==> src/rtl/cpu_ctrl_pkg.sv <==
// -----------------------------------------------------------------------------
// cpu_ctrl_pkg
// Shared encodings for the multi-cycle control sequencer: opcode constants,
// ALU operation codes, PC source select codes, FSM state encoding, error codes,
// and small opcode classification helpers used by the decode logic.
// -----------------------------------------------------------------------------
package cpu_ctrl_pkg;

  // Opcode field, instruction bits [31:24]
  localparam logic [7:0] OP_LOADI = 8'h00;
  localparam logic [7:0] OP_MOV   = 8'h01;
  localparam logic [7:0] OP_ADD   = 8'h02;
  localparam logic [7:0] OP_SUB   = 8'h03;
  localparam logic [7:0] OP_AND   = 8'h04;
  localparam logic [7:0] OP_OR    = 8'h05;
  localparam logic [7:0] OP_J     = 8'h06;
  localparam logic [7:0] OP_BEQ   = 8'h07;
  localparam logic [7:0] OP_LWD   = 8'h08;
  localparam logic [7:0] OP_LWI   = 8'h09;
  localparam logic [7:0] OP_SWD   = 8'h0A;
  localparam logic [7:0] OP_SWI   = 8'h0B;

  typedef enum logic [2:0] {
    ALU_FWD = 3'b000,
    ALU_ADD = 3'b001,
    ALU_AND = 3'b010,
    ALU_OR  = 3'b011
  } aluop_e;

  typedef enum logic [1:0] {
    PC_NEXT   = 2'b00,  // PC+4
    PC_BRANCH = 2'b01,  // PC+4+(sext OFFSET<<2)
    PC_JUMP   = 2'b10   // jump target, same adder path as branch
  } pc_sel_e;

  typedef enum logic [2:0] {
    S_FETCH_REQ,
    S_FETCH_WAIT,
    S_DECODE,
    S_EXEC,
    S_MEM_REQ,
    S_MEM_WAIT,
    S_WB,
    S_TRAP
  } state_e;

  typedef enum logic [1:0] {
    ERR_NONE       = 2'b00,
    ERR_ILLEGAL    = 2'b01,
    ERR_IFETCH_TO  = 2'b10,
    ERR_DATA_TO    = 2'b11
  } err_e;

  typedef struct packed {
    aluop_e aluop;
    logic   imm_sel;
    logic   neg_sel;
  } alu_ctrl_t;

  function automatic logic is_legal(input logic [7:0] op);
    return op <= OP_SWI;
  endfunction

  function automatic logic is_load(input logic [7:0] op);
    return (op == OP_LWD) || (op == OP_LWI);
  endfunction

  function automatic logic is_store(input logic [7:0] op);
    return (op == OP_SWD) || (op == OP_SWI);
  endfunction

  // ALU setup for each opcode; sub and beq both compare via add-of-negated.
  function automatic alu_ctrl_t alu_ctrl(input logic [7:0] op);
    alu_ctrl_t c;
    c = '{aluop: ALU_FWD, imm_sel: 1'b0, neg_sel: 1'b0};
    case (op)
      OP_LOADI, OP_LWI, OP_SWI: c.imm_sel = 1'b1;
      OP_ADD:                   c.aluop   = ALU_ADD;
      OP_SUB, OP_BEQ: begin
        c.aluop   = ALU_ADD;
        c.neg_sel = 1'b1;
      end
      OP_AND:                   c.aluop   = ALU_AND;
      OP_OR:                    c.aluop   = ALU_OR;
      default: ;
    endcase
    return c;
  endfunction

endpackage

==> src/rtl/busy_timeout_counter.sv <==
// -----------------------------------------------------------------------------
// busy_timeout_counter
// Counts consecutive busy cycles while a memory wait is in progress and flags
// the cycle in which the TIMEOUT-th consecutive busy cycle occurs.
// TIMEOUT = 0 disables the timeout entirely.
//   i_clk      clock, rising edge
//   i_reset    synchronous active-high reset
//   i_clear    restart the count (asserted whenever not in a wait state)
//   i_busy     relevant busywait while in the wait state
//   o_expired  this busy cycle brings the count to TIMEOUT
// -----------------------------------------------------------------------------
module busy_timeout_counter #(
  parameter int unsigned TIMEOUT = 255
) (
  input  logic i_clk,
  input  logic i_reset,
  input  logic i_clear,
  input  logic i_busy,
  output logic o_expired
);

  localparam int unsigned W = (TIMEOUT > 0) ? $clog2(TIMEOUT + 1) : 1;
  localparam logic [W-1:0] LAST = (TIMEOUT > 0) ? W'(TIMEOUT - 1) : '0;

  logic [W-1:0] r_count;

  // NOTE: sequential state uses non-blocking assignment so every register
  // samples pre-edge values, independent of block evaluation order.
  always_ff @(posedge i_clk) begin
    if (i_reset || i_clear) begin
      r_count <= '0;
    end else if (i_busy && (TIMEOUT > 0)) begin
      r_count <= r_count + W'(1);
    end
  end

  // r_count holds the number of earlier busy cycles, so the current busy
  // cycle is the TIMEOUT-th one when r_count equals TIMEOUT-1.
  assign o_expired = (TIMEOUT > 0) && i_busy && (r_count == LAST);

endmodule

==> src/rtl/cpu_sequencer.sv <==
// -----------------------------------------------------------------------------
// cpu_sequencer
// Multi-cycle control FSM for the 8-bit single-issue processor. Steps each
// instruction through fetch, decode, execute, memory and writeback, handshakes
// with instruction/data memories via busywait, traps on illegal opcodes and on
// memory timeouts, and counts retired instructions (one per PC update).
//   i_clk, i_reset        clock and synchronous active-high reset
//   i_instruction         instruction word, opcode in [31:24]
//   i_ibusywait           instruction memory busy
//   i_dbusywait           data memory busy
//   i_zero                ALU result == 0
//   o_i_read, o_ir_load   instruction fetch request / IR latch strobe
//   o_d_read, o_d_write   data memory requests
//   o_reg_write           register file write strobe
//   o_aluop, o_imm_sel,
//   o_neg_sel             ALU operation and operand-2 controls
//   o_pc_we, o_pc_sel     PC update strobe and source select
//   o_halted, o_err_code  trap indication and cause
//   o_retired             retired instruction count, wraps at 2^CNT_W
// Outputs depend only on state, latched opcode, i_zero and the busywaits.
// -----------------------------------------------------------------------------
module cpu_sequencer
  import cpu_ctrl_pkg::*;
#(
  parameter int unsigned CNT_W   = 16,
  parameter int unsigned TIMEOUT = 255
) (
  input  logic             i_clk,
  input  logic             i_reset,
  input  logic [31:0]      i_instruction,
  input  logic             i_ibusywait,
  input  logic             i_dbusywait,
  input  logic             i_zero,
  output logic             o_i_read,
  output logic             o_ir_load,
  output logic             o_d_read,
  output logic             o_d_write,
  output logic             o_reg_write,
  output logic [2:0]       o_aluop,
  output logic             o_imm_sel,
  output logic             o_neg_sel,
  output logic             o_pc_we,
  output logic [1:0]       o_pc_sel,
  output logic             o_halted,
  output logic [1:0]       o_err_code,
  output logic [CNT_W-1:0] o_retired
);

  state_e           r_state;
  logic [7:0]       r_opcode;
  err_e             r_err;
  logic [CNT_W-1:0] r_retired;

  alu_ctrl_t w_alu;
  logic      w_is_load;
  logic      w_is_store;
  logic      w_tmr_clear;
  logic      w_tmr_busy;
  logic      w_expired;
  logic      w_pc_we;
  logic      w_unused_operand_bits;

  assign w_alu      = alu_ctrl(r_opcode);
  assign w_is_load  = is_load(r_opcode);
  assign w_is_store = is_store(r_opcode);

  // Only the opcode is consumed here; operands go to the datapath directly.
  assign w_unused_operand_bits = ^i_instruction[23:0];

  // The timer runs only in the two wait states; being anywhere else holds it
  // cleared, so it always starts from zero on entry to a wait state.
  assign w_tmr_clear = (r_state != S_FETCH_WAIT) && (r_state != S_MEM_WAIT);
  assign w_tmr_busy  = ((r_state == S_FETCH_WAIT) && i_ibusywait) ||
                       ((r_state == S_MEM_WAIT)   && i_dbusywait);

  busy_timeout_counter #(
    .TIMEOUT (TIMEOUT)
  ) u_timeout (
    .i_clk     (i_clk),
    .i_reset   (i_reset),
    .i_clear   (w_tmr_clear),
    .i_busy    (w_tmr_busy),
    .o_expired (w_expired)
  );

  // Control strobes
  // NOTE: every output is given a default before the case so that no state
  // leaves a signal unassigned, which would otherwise infer a latch.
  always_comb begin
    o_i_read    = 1'b0;
    o_ir_load   = 1'b0;
    o_d_read    = 1'b0;
    o_d_write   = 1'b0;
    o_reg_write = 1'b0;
    o_aluop     = ALU_FWD;
    o_imm_sel   = 1'b0;
    o_neg_sel   = 1'b0;
    w_pc_we     = 1'b0;
    o_pc_sel    = PC_NEXT;
    case (r_state)
      S_FETCH_REQ: o_i_read = 1'b1;
      S_FETCH_WAIT: begin
        o_i_read  = 1'b1;
        o_ir_load = !i_ibusywait;
      end
      S_EXEC: begin
        o_aluop   = w_alu.aluop;
        o_imm_sel = w_alu.imm_sel;
        o_neg_sel = w_alu.neg_sel;
        if (r_opcode == OP_J) begin
          w_pc_we  = 1'b1;
          o_pc_sel = PC_JUMP;
        end else if (r_opcode == OP_BEQ) begin
          w_pc_we  = 1'b1;
          o_pc_sel = i_zero ? PC_BRANCH : PC_NEXT;
        end
      end
      S_MEM_REQ: begin
        o_aluop   = w_alu.aluop;
        o_imm_sel = w_alu.imm_sel;
        o_neg_sel = w_alu.neg_sel;
        o_d_read  = w_is_load;
        o_d_write = w_is_store;
      end
      S_MEM_WAIT: begin
        if (i_dbusywait) begin
          o_aluop   = w_alu.aluop;
          o_imm_sel = w_alu.imm_sel;
          o_neg_sel = w_alu.neg_sel;
          o_d_read  = w_is_load;
          o_d_write = w_is_store;
        end else if (w_is_store) begin
          // A store retires the moment the data memory accepts it.
          w_pc_we  = 1'b1;
          o_pc_sel = PC_NEXT;
        end
      end
      S_WB: begin
        o_aluop     = w_alu.aluop;
        o_imm_sel   = w_alu.imm_sel;
        o_neg_sel   = w_alu.neg_sel;
        o_reg_write = 1'b1;
        w_pc_we     = 1'b1;
        o_pc_sel    = PC_NEXT;
      end
      default: ;
    endcase
  end

  assign o_pc_we    = w_pc_we;
  assign o_halted   = (r_state == S_TRAP);
  assign o_err_code = r_err;
  assign o_retired  = r_retired;

  // State, latched opcode, error cause and retired count
  always_ff @(posedge i_clk) begin
    if (i_reset) begin
      r_state   <= S_FETCH_REQ;
      r_opcode  <= '0;
      r_err     <= ERR_NONE;
      r_retired <= '0;
    end else begin
      // No PC update ever happens in TRAP, so the count freezes there.
      if (w_pc_we) begin
        r_retired <= r_retired + CNT_W'(1);
      end
      case (r_state)
        S_FETCH_REQ: r_state <= S_FETCH_WAIT;
        S_FETCH_WAIT: begin
          if (!i_ibusywait) begin
            r_opcode <= i_instruction[31:24];
            r_state  <= S_DECODE;
          end else if (w_expired) begin
            r_err   <= ERR_IFETCH_TO;
            r_state <= S_TRAP;
          end
        end
        S_DECODE: begin
          if (!is_legal(r_opcode)) begin
            r_err   <= ERR_ILLEGAL;
            r_state <= S_TRAP;
          end else begin
            r_state <= S_EXEC;
          end
        end
        S_EXEC: begin
          if (w_is_load || w_is_store) begin
            r_state <= S_MEM_REQ;
          end else if ((r_opcode == OP_J) || (r_opcode == OP_BEQ)) begin
            r_state <= S_FETCH_REQ;
          end else begin
            r_state <= S_WB;
          end
        end
        S_MEM_REQ: r_state <= S_MEM_WAIT;
        S_MEM_WAIT: begin
          if (!i_dbusywait) begin
            r_state <= w_is_load ? S_WB : S_FETCH_REQ;
          end else if (w_expired) begin
            r_err   <= ERR_DATA_TO;
            r_state <= S_TRAP;
          end
        end
        S_WB:    r_state <= S_FETCH_REQ;
        S_TRAP:  r_state <= S_TRAP;
        default: r_state <= S_TRAP;
      endcase
    end
  end

endmodule

==> config.mk <==
export PLATFORM = sky130hd
export DESIGN_NAME = cpu_sequencer
export DESIGN_NICKNAME = d
export VERILOG_FILES = /design/src/rtl/cpu_ctrl_pkg.sv /design/src/rtl/busy_timeout_counter.sv /design/src/rtl/cpu_sequencer.sv
export SDC_FILE = /design/constraint.sdc
export NUM_CORES = 1
export LEC_CHECK = 0
export ABC_CLOCK_PERIOD_IN_PS = 3700
export BUFFER_PORTS_ARGS = -buffer_cell sky130_fd_sc_hd__buf_4
export CAP_MARGIN = 20
export CORE_MARGIN = 2
export CORE_UTILIZATION = 50
export CTS_CLUSTER_DIAMETER = 80
export DETAILED_ROUTE_END_ITERATION = 7
export PLACE_DENSITY = 0.86
export SYNTH_ARGS = -nofsm -noshare
export SYNTH_HDL_FRONTEND = slang
export SYNTH_SLANG_ARGS = --single-unit
==> constraint.sdc <==
create_clock -name i_clk -period 3.7 [get_ports i_clk]
set_clock_uncertainty 0.2 [all_clocks]
set_input_delay 1.11 -clock i_clk [delete_from_list [all_inputs] [get_ports i_clk]]
set_output_delay 1.11 -clock i_clk [all_outputs]
set_load 0.005 [all_outputs]
==> results of run 1 <==
area by class of cell:
| class | instances | area (sq um) | share of cell area |
|---|---|---|---|
| Sequential cell | 37 | 741 | 0.303 |
| Multi-Input combinational cell | 193 | 1140 | 0.468 |
| Clock inverter | 2 | 38.8 | 0.0158 |
| Tap cell | 48 | 60.1 | 0.0245 |
| Inverter | 8 | 30.0 | 0.0123 |
| Timing Repair Buffer | 48 | 360 | 0.147 |
| Clock buffer | 6 | 72.6 | 0.0297 |
state kept, by name, indices dropped and copies added (netlist names):
name	count
o_retired	16
o_err_code	2
r_state	3
r_opcode	8
u_timeout.r_count	8
path summary, 6_finish.rpt:
check	start	slack, ns	depth (start not counted)	end
min reg2reg	o_err_code[1]	0.30	2	o_err_code[1]
min	o_err_code[1]	0.30	2	o_err_code[1]
max	i_dbusywait	0.39	5	o_pc_we
max reg2reg	r_state[2]	1.15	6	o_retired[8]
layer usage:
metal,GRT usage,up-vias,wire (microns)
met5,0,-,0
met4,0.0714,0,67
met3,0.0557,8,218
met2,0.361,50,1970
met1,0.275,862,2060
li1,-,967,-
placed cells by master, fill, tap and decap left out, types with 3 or more instances in the layout:
cell type / netlist / layout
sky130_fd_sc_hd__nand3_1: 11 / 11
sky130_fd_sc_hd__nor3_1: 13 / 13
sky130_fd_sc_hd__xor2_1: 5 / 5
sky130_fd_sc_hd__nand2_1: 31 / 31
sky130_fd_sc_hd__xnor2_1: 15 / 15
sky130_fd_sc_hd__inv_1: 7 / 7
sky130_fd_sc_hd__nor4_1: 6 / 6
sky130_fd_sc_hd__and4_1: 5 / 5
sky130_fd_sc_hd__buf_4: 1 / 48
sky130_fd_sc_hd__nand4_1: 7 / 7
sky130_fd_sc_hd__a31oi_1: 3 / 3
sky130_fd_sc_hd__or3_1: 3 / 3
sky130_fd_sc_hd__a21oi_1: 15 / 15
sky130_fd_sc_hd__nor2b_1: 3 / 3
sky130_fd_sc_hd__nor4b_1: 3 / 3
sky130_fd_sc_hd__o21ai_0: 11 / 11
sky130_fd_sc_hd__nand2b_1: 3 / 3
sky130_fd_sc_hd__clkbuf_8: 0 / 5
sky130_fd_sc_hd__nor2_1: 31 / 31
sky130_fd_sc_hd__ha_1: 3 / 3
sky130_fd_sc_hd__dfxtp_1: 37 / 37
logic make-up after synthesis:
family,synth area share
compound gates,0.117
other cells,0.00189
xor+xnor,0.0882
fa+ha+maj,0.0189
simple gates,0.340
buf+inv,0.0510
flops,0.373
mux,0.0101
report_power, final:
| group | leakage (nW) | internal [mW] | switching, mW |
|---|---|---|---|
| Clock | 0.0554 | 0.202 | 0.153 |
| Sequential | 0.299 | 0.405 | 0.0125 |
| Combinational | 0.557 | 0.0344 | 0.0421 |
| Total | 0.912 | 0.642 | 0.208 |
critical path: cells and delay by family:
kind	cells	cell delay [ns]
simple gates	2	0.46
buf+inv	2	0.31
compound gates	1	0.12
==> flow_results.org, run 1 <==
** GRT
- Pin count of the biggest net entering global routing :: 30
- The number of global-route vias before repair is 1703.
- Across every metal layer, demand over resource in global routing totals 0.219.
- For this run the aggregate overflow at the end of global routing stands at 0.
- The first global-routing pass estimated 7.51 mm of wire.
- The initial antenna violation count is 0.

** Timing
- Highest attainable clock frequency :: 302 MHz
- Slew at the pin closest to its max-slew limit :: 0.554 ns
- In the finished design, the share of the clock period the worst path needs comes to 0.894.
- Hold Slack :: 0.298 ns
- The hold violation count in the final report is 0.
- Max transition margin :: 0.630
- The worst path meets setup with 0.393 ns of slack.
- The count of pins over their slew limit was 0.
- Setup repair after global routing left no endpoint under its margin.
- Sum Neg Setup Slack :: 0 ns
- Post-route minimum period :: 3.31 ns
- Setup violations remaining at the end of the flow were counted as 0.

** Detailed routing
- Drt pass-1 iters :: 4
- Final routed wire length divided by cell count :: 12.6 microns
- Residual DRC count :: 0
- Initial detailed-routing violation count :: 161
- Final Routed Wirelength :: 4.32 mm
- In the routed layout, each cell is associated on average with a via count of 5.52.
- The count of nets left with antenna violations once routing finished came out at 0.
- Summing over every cut layer, the via total after detailed routing is 1887.

** Power
- Overall power :: 0.849 mW
- Peak supply drop :: 0.343 mV
- For this design the ratio of total power to cell area is 347 mW/mm^2.
- The analysis attributes to cell leakage a power of 0.912 nW.

** Logic synthesis
- Nets in the synthesized netlist :: 294
- Area share of the largest cell type after synthesis :: 0.373
- In this run, synthesis inferred 0 flip-flops with an integrated enable.
- Share of synthesized area occupied by flip-flops and latches :: 0.373
- Count of state elements after synthesis :: 37
- In the synthesized netlist, the number of instances is 254.
- In the synthesized netlist the async set-or-reset flop fraction comes to 0.
- Among all flip-flop cells after synthesis, the most frequent one is sky130_fd_sc_hd__dfxtp_1.
- Synth area leader :: sky130_fd_sc_hd__dfxtp_1
- Syn Std Cell Area :: 0.00199 sq mm
- By area the synthesized netlist is led by sky130_fd_sc_hd__dfxtp_1 (37%), sky130_fd_sc_hd__xnor2_1 (6.6%), sky130_fd_sc_hd__nand2_1 (5.9%), sky130_fd_sc_hd__nor2_1 (5.9%), sky130_fd_sc_hd__a21oi_1 (3.8%).
- Total of warnings raised by yosys :: 0
- A synthesized cell averages 7.82 sq um.
- The synthesized netlist contains 43 unique library cells.
- Yosys instantiated no cell more often than sky130_fd_sc_hd__dfxtp_1.
- Ranked by instance count, the synthesized netlist is headed by sky130_fd_sc_hd__dfxtp_1 (37), sky130_fd_sc_hd__nand2_1 (31), sky130_fd_sc_hd__nor2_1 (31), sky130_fd_sc_hd__a21oi_1 (15), sky130_fd_sc_hd__xnor2_1 (15).

** Setup path
- The largest single stage delay on the critical path is 0.25 ns.
- Largest fanout of any net on the critical path :: 5
- Data arrival time of the critical path :: 2.00 ns
- By instance count, the cell type seen most on the critical path is sky130_fd_sc_hd__buf_4.
- STA classifies the critical path endpoint as an output port.
- Critical path startpoint category :: input port
- Class of the most critical setup path :: in2out
- The slowest stage of the critical path belongs to the cell sky130_fd_sc_hd__nor2_1.
- Walking the worst path, the cells encountered are buf_4 > nor3b_1 > a211oi_2 > nor2_1 > buf_4.
- Data on the critical path is required at its endpoint by 2.39 ns.

** Clock tree
- PostCTS Resize Cnt :: 0
- CTS Sinks :: 37
- Clock buffers created by TritonCTS :: 5
- Clock tree synthesis selected as its root buffer the cell sky130_fd_sc_hd__clkbuf_8.
- Total of hold buffers inserted after clock tree synthesis :: 0
- Clock-pin slew on the worst setup and hold paths :: 0.07 ns
- Maximum clock insertion buffer count :: 2
- After clock tree synthesis, the setup repair step added 0 buffers.
- Clock latency on the worst-skew pair, taken at its later pin, is 0.29 ns.
- CTS tree :: done
- Number of H-tree levels :: 2

** Hold path
- The min-delay analysis places its worst path in the category reg2reg.

** Placement
- Summed over all nets, the half-perimeter wirelength after detailed placement is 3.07 mm.
- Inst Count DP :: 334
- Input and output buffers added on the ports amount to 43.
- Worst slack at placement :: 0.378 ns
- Routability-driven placement finished with a final weighted congestion of 0.852.
- Post-detailed-placement cell area :: 0.00234 sq mm

** Floorplan
- Core area :: 0.00374 sq mm
- For this design the top-level I/O count stands at 69.
- Cell row count :: 22
- Die height :: 67.0 microns
- The die covers 0.00449 sq mm.
- Die Wd :: 67.0 microns
- Starting Density :: 0.531

** Cells and area
- Counting the fill cells in the layout gives 332.
- Final layout net count :: 333
- Diode count :: 0
- Final core area utilization :: 0.654
- The finished layout holds 342 standard cells, fillers aside.
- The finished cells cover 0.00245 sq mm.
- Compared with the post-synthesis result, the final layout area differs by 23.2%.
- Of the cells placed in the final design, the portion with a size suffix greater than 1 is 0.211.

** Run
- Max-Cap Viols :: 0

** Status
- The run finished with clean final reports.
No activity file was read; power rests on OpenSTA's default activity.
==> run 2: changes to the inputs <==
--- a/config.mk
+++ b/config.mk
@@ -5,14 +5,14 @@
 export SDC_FILE = /design/constraint.sdc
 export NUM_CORES = 1
 export LEC_CHECK = 0
-export ABC_CLOCK_PERIOD_IN_PS = 3700
+export ABC_CLOCK_PERIOD_IN_PS = 2800
 export BUFFER_PORTS_ARGS = -buffer_cell sky130_fd_sc_hd__buf_4
 export CAP_MARGIN = 20
 export CORE_MARGIN = 2
-export CORE_UTILIZATION = 50
+export CORE_UTILIZATION = 45
 export CTS_CLUSTER_DIAMETER = 80
 export DETAILED_ROUTE_END_ITERATION = 7
-export PLACE_DENSITY = 0.86
+export PLACE_DENSITY = 0.88
 export SYNTH_ARGS = -nofsm -noshare
 export SYNTH_HDL_FRONTEND = slang
 export SYNTH_SLANG_ARGS = --single-unit
==> constraint.sdc (replaced) <==
create_clock -name i_clk -period 2.8 [get_ports i_clk]
set_clock_uncertainty 0.2 [all_clocks]
set_input_delay 0.84 -clock i_clk [delete_from_list [all_inputs] [get_ports i_clk]]
set_output_delay 0.84 -clock i_clk [all_outputs]
set_load 0.005 [all_outputs]
==> run 2 against run 1 <==
  * Sequential power increased by 32%
  * Core utilization down 6.3 points
  * Non-clock buffer count is 7 higher
  * Combinational power is 52% higher
  * Wire length increased by 3.0%
  * Sequential share of layout area decreased by 0.81 points
  * Setup slack got worse by 0.38 ns
  * Register-to-register slack lost 0.68 ns
  * Cell area is 3.6% higher
  * Highest routed layer unchanged
==> flow_results.org, run 2 (synthesis gave the netlist of run 1 again) <==
** Status
- Outcome: finished, final reports clean (unchanged).

** Detailed routing
- Final routed wire length divided by cell count :: 12.6 microns (about the same)
- The detailed-route via count was 1942 (was 1887).
- Ratio of routed vias to standard cells :: 5.50 (was 5.52)
- The final antenna-violating net count came to 0 (unchanged).
- The DRC violation count after routing came to 0 (unchanged).
- The detailed router's first-iteration violation count is 138 (was 161).
- The number of iterations in the first detailed-routing pass is 4 (unchanged).
- The overall routed net length is 4.45 mm (was 4.32 mm).

** Setup path
- The maximum fanout encountered on the critical timing path came to 3 (was 5).
- The endpoint of the most critical register-to-register path was o_retired[14] (was o_retired[8]).
- Critical Path End Type :: output port (unchanged)
- Worst R2R Start :: r_opcode[2] (was r_state[2])
- Critical path startpoint category :: flip-flop (was input port)
- The minimum setup slack among reg-to-reg paths came to 0.47 ns (was 1.15 ns).
- Data arrival time of the critical path :: 1.75 ns (was 2.00 ns)
- Cells on worst reg2reg path :: 6 (unchanged)
- Worst EP required :: 1.76 ns (was 2.39 ns)
- Class of the most critical setup path :: reg2out (was in2out)

** Floorplan
- Die ar. :: 0.00496 sq mm (was 0.00449 sq mm)
- The die span in y came to 70.5 microns (was 67.0 microns).
- Die Wd :: 70.5 microns (was 67.0 microns)
- Io pins :: 69 (unchanged)
- The number of standard-cell rows in the floorplan came to 24 (was 22).
- Starting Density :: 0.463 (was 0.531)
- The standard cell core area is 0.00429 sq mm (was 0.00374 sq mm).

** Placement
- DPL Wire Length :: 3.28 mm (was 3.07 mm)
- Port Buf Inserts :: 43 (unchanged)
- The weighted congestion reported at the end of routability-driven placement was 0.842 (was 0.852).
- Inst Count DP :: 343 (was 334)
- The cell area reported after detailed placement came to 0.00238 sq mm (was 0.00234 sq mm).

** Cells and area
- The number of antenna cells inserted is 0 (unchanged).
- Leading cell type in the layout, fill and taps excluded :: sky130_fd_sc_hd__buf_4 (unchanged)
- Final layout net count :: 340 (was 333)
- Growth of design area from synthesis to finish :: 27.6% (was 23.2%)
- FF+latch area :: 747 sq um (was 741 sq um)
- The share of cells above drive strength 1 was 0.256 (was 0.211).
- Non-Filler Instances :: 353 (was 342)
- The area of all placed cells without fillers came to 0.00254 sq mm (was 0.00245 sq mm).
- Most frequent cells in the layout: sky130_fd_sc_hd__buf_4 (55), sky130_fd_sc_hd__dfxtp_1 (32), sky130_fd_sc_hd__nor2_1 (30), sky130_fd_sc_hd__nand2_1 (30) (was sky130_fd_sc_hd__buf_4 (48), sky130_fd_sc_hd__dfxtp_1 (37), sky130_fd_sc_hd__nor2_1 (31), sky130_fd_sc_hd__nand2_1 (31)).
- The total area of multi-input combinational cells is 0.00116 sq mm (was 0.00114 sq mm).
- The number of flip-flops in the largest register came to 16 (unchanged).
- The filler cell count is 369 (was 332).

** GRT
- The largest net degree at the start of global routing is 30 (unchanged).
- Initial antenna violation count :: 0 (unchanged)
- Global-route wire length before repair :: 7.58 mm (was 7.51 mm)
- The number of global-route vias before repair came to 1766 (was 1703).
- GRT Overall Usage :: 0.186 (was 0.219)
- The total global routing overflow came to 0 (unchanged).

** Timing
- The setup violation total in the final timing report is 0 (unchanged).
- The count of pins over their slew limit is 0 (unchanged).
- Post-route clock period utilization :: 0.995
- RSZ-0062 raised after global routing :: true (was false)
- Highest attainable clock frequency :: 359 MHz
- Hold violation total from the final report :: 0 (unchanged)
- Post-route minimum period :: 2.79 ns

** Hold path
- The number of cells on the worst hold path came to 2 (unchanged).
- The hold-critical path endpoint is o_err_code[1] (unchanged).
- The source of the worst hold timing path is o_err_code[1] (unchanged).
- The class of the tightest hold or removal check is reg2reg (unchanged).

** Clock tree
- Total of hold buffers inserted after clock tree synthesis :: 0 (unchanged)
- The total number of clock tree sinks came to 37 (unchanged).
- The deepest level of the CTS H-tree is 2 (unchanged).
- The master cell of the clock root buffer is sky130_fd_sc_hd__clkbuf_8 (unchanged).
- Maximum clock insertion buffer count :: 2 (unchanged)
- The TritonCTS buffer count is 5 (unchanged).
- The TritonCTS clock tree is done (unchanged).
- Clock-pin slew on the worst setup and hold paths :: 0.08 ns (was 0.07 ns)
- The clock latency on the worst-skew pair came to 0.29 ns (about the same).

** Power
- The leakage component of the power is 0.954 nW (was 0.912 nW).
- The worst supply voltage drop on vdd came to 0.322 mV (was 0.343 mV).
- Areal power density over the cells :: 453 mW/mm^2 (was 347 mW/mm^2)

** Run
- The number of violations of the max-capacitance limit was 0 (unchanged).
[run 2: cell types whose count changed in the layout (fill, tap and decap cells not counted)]
| cell | change |
|---|---|
| sky130_fd_sc_hd__buf_4 | +7 |
| sky130_fd_sc_hd__clkbuf_8 | +1 |
| sky130_fd_sc_hd__clkinv_4 | -1 |
| sky130_fd_sc_hd__dfxtp_1 | -5 |
| sky130_fd_sc_hd__dfxtp_2 | +5 |
| sky130_fd_sc_hd__nand2_1 | -1 |
| sky130_fd_sc_hd__nand2_2 | +1 |
| sky130_fd_sc_hd__nor2_1 | -1 |
| sky130_fd_sc_hd__nor2_2 | +1 |
| sky130_fd_sc_hd__nor4_1 | -1 |
| sky130_fd_sc_hd__nor4_4 | +1 |
| sky130_fd_sc_hd__o21ai_0 | -1 |
| sky130_fd_sc_hd__o21ai_1 | +1 |
[run 2: worst max-delay path: stages, from the launching register on]
cell and delay (ns):
sky130_fd_sc_hd__dfxtp_2 0.34, sky130_fd_sc_hd__or4_4 0.53, sky130_fd_sc_hd__or3_4 0.36, sky130_fd_sc_hd__nor2_2 0.11
sky130_fd_sc_hd__buf_4 0.11
[run 2: layer usage]
metal  routed length, microns  track usage  up-vias
li1                         -            -      975
met1                     2040        0.234      907
met2                     2120        0.307       54
met3                      251       0.0505        6
met4                       46       0.0577        0
met5                        0            0        -
[run 2: how the worst max path moves through the flow]
stage                           end  slack (ns)         from  cells after the start
after CTS                  o_d_read        0.01  r_opcode[5]                      4
after global placement    o_neg_sel        0.06  i_dbusywait                      6
after floorplan             o_pc_we        0.15  i_dbusywait                      4
after detailed placement  o_neg_sel        0.03  i_dbusywait                      6
final                      o_d_read        0.01  r_opcode[5]                      4
after global routing       o_d_read       -0.04  r_opcode[5]                      4
[run 2: layout make-up]
| cell class | instances | area share |
|---|---|---|
| repair buffers | 55 | 0.163 |
| inverters | 8 | 0.0118 |
| clock buffers | 7 | 0.0340 |
| multi-input cells | 193 | 0.459 |
| flip-flops and latches | 37 | 0.295 |
| well taps | 52 | 0.0257 |
| clock inverters | 1 | 0.0118 |
[run 2: report_power, final]
group	switching [mW]	internal [mW]
sequential	0.0150	0.536
combinational	0.0622	0.0539
clock	0.193	0.290
total	0.270	0.880
[run 2: stage by stage]
stage / hold slack [ns] / setup WS [ns] / total power, mW / util / setup TNS (ns)
5_1_grt: 0.314 / -0.0363 / 1.19 / 0.591 / -0.0363
2_1_floorplan: 0.267 / 0.151 / 0.629 / - / 0
6_report: 0.279 / 0.0146 / 1.15 / 0.591 / 0
4_1_cts: 0.286 / 0.0107 / 1.16 / 0.586 / 0
3_5_place_dp: 0.275 / 0.0344 / 0.670 / 0.554 / 0
3_3_place_gp: 0.266 / 0.0612 / 0.667 / 0.554 / 0
[run 2: what timing repair did]
action | CTS | global route
gates resized for setup | 4 | 6
buffers inserted | 2 | 0
endpoints found under the setup margin | 1 | 7
pin swaps | 1 | 0
cloned | 0 | 0
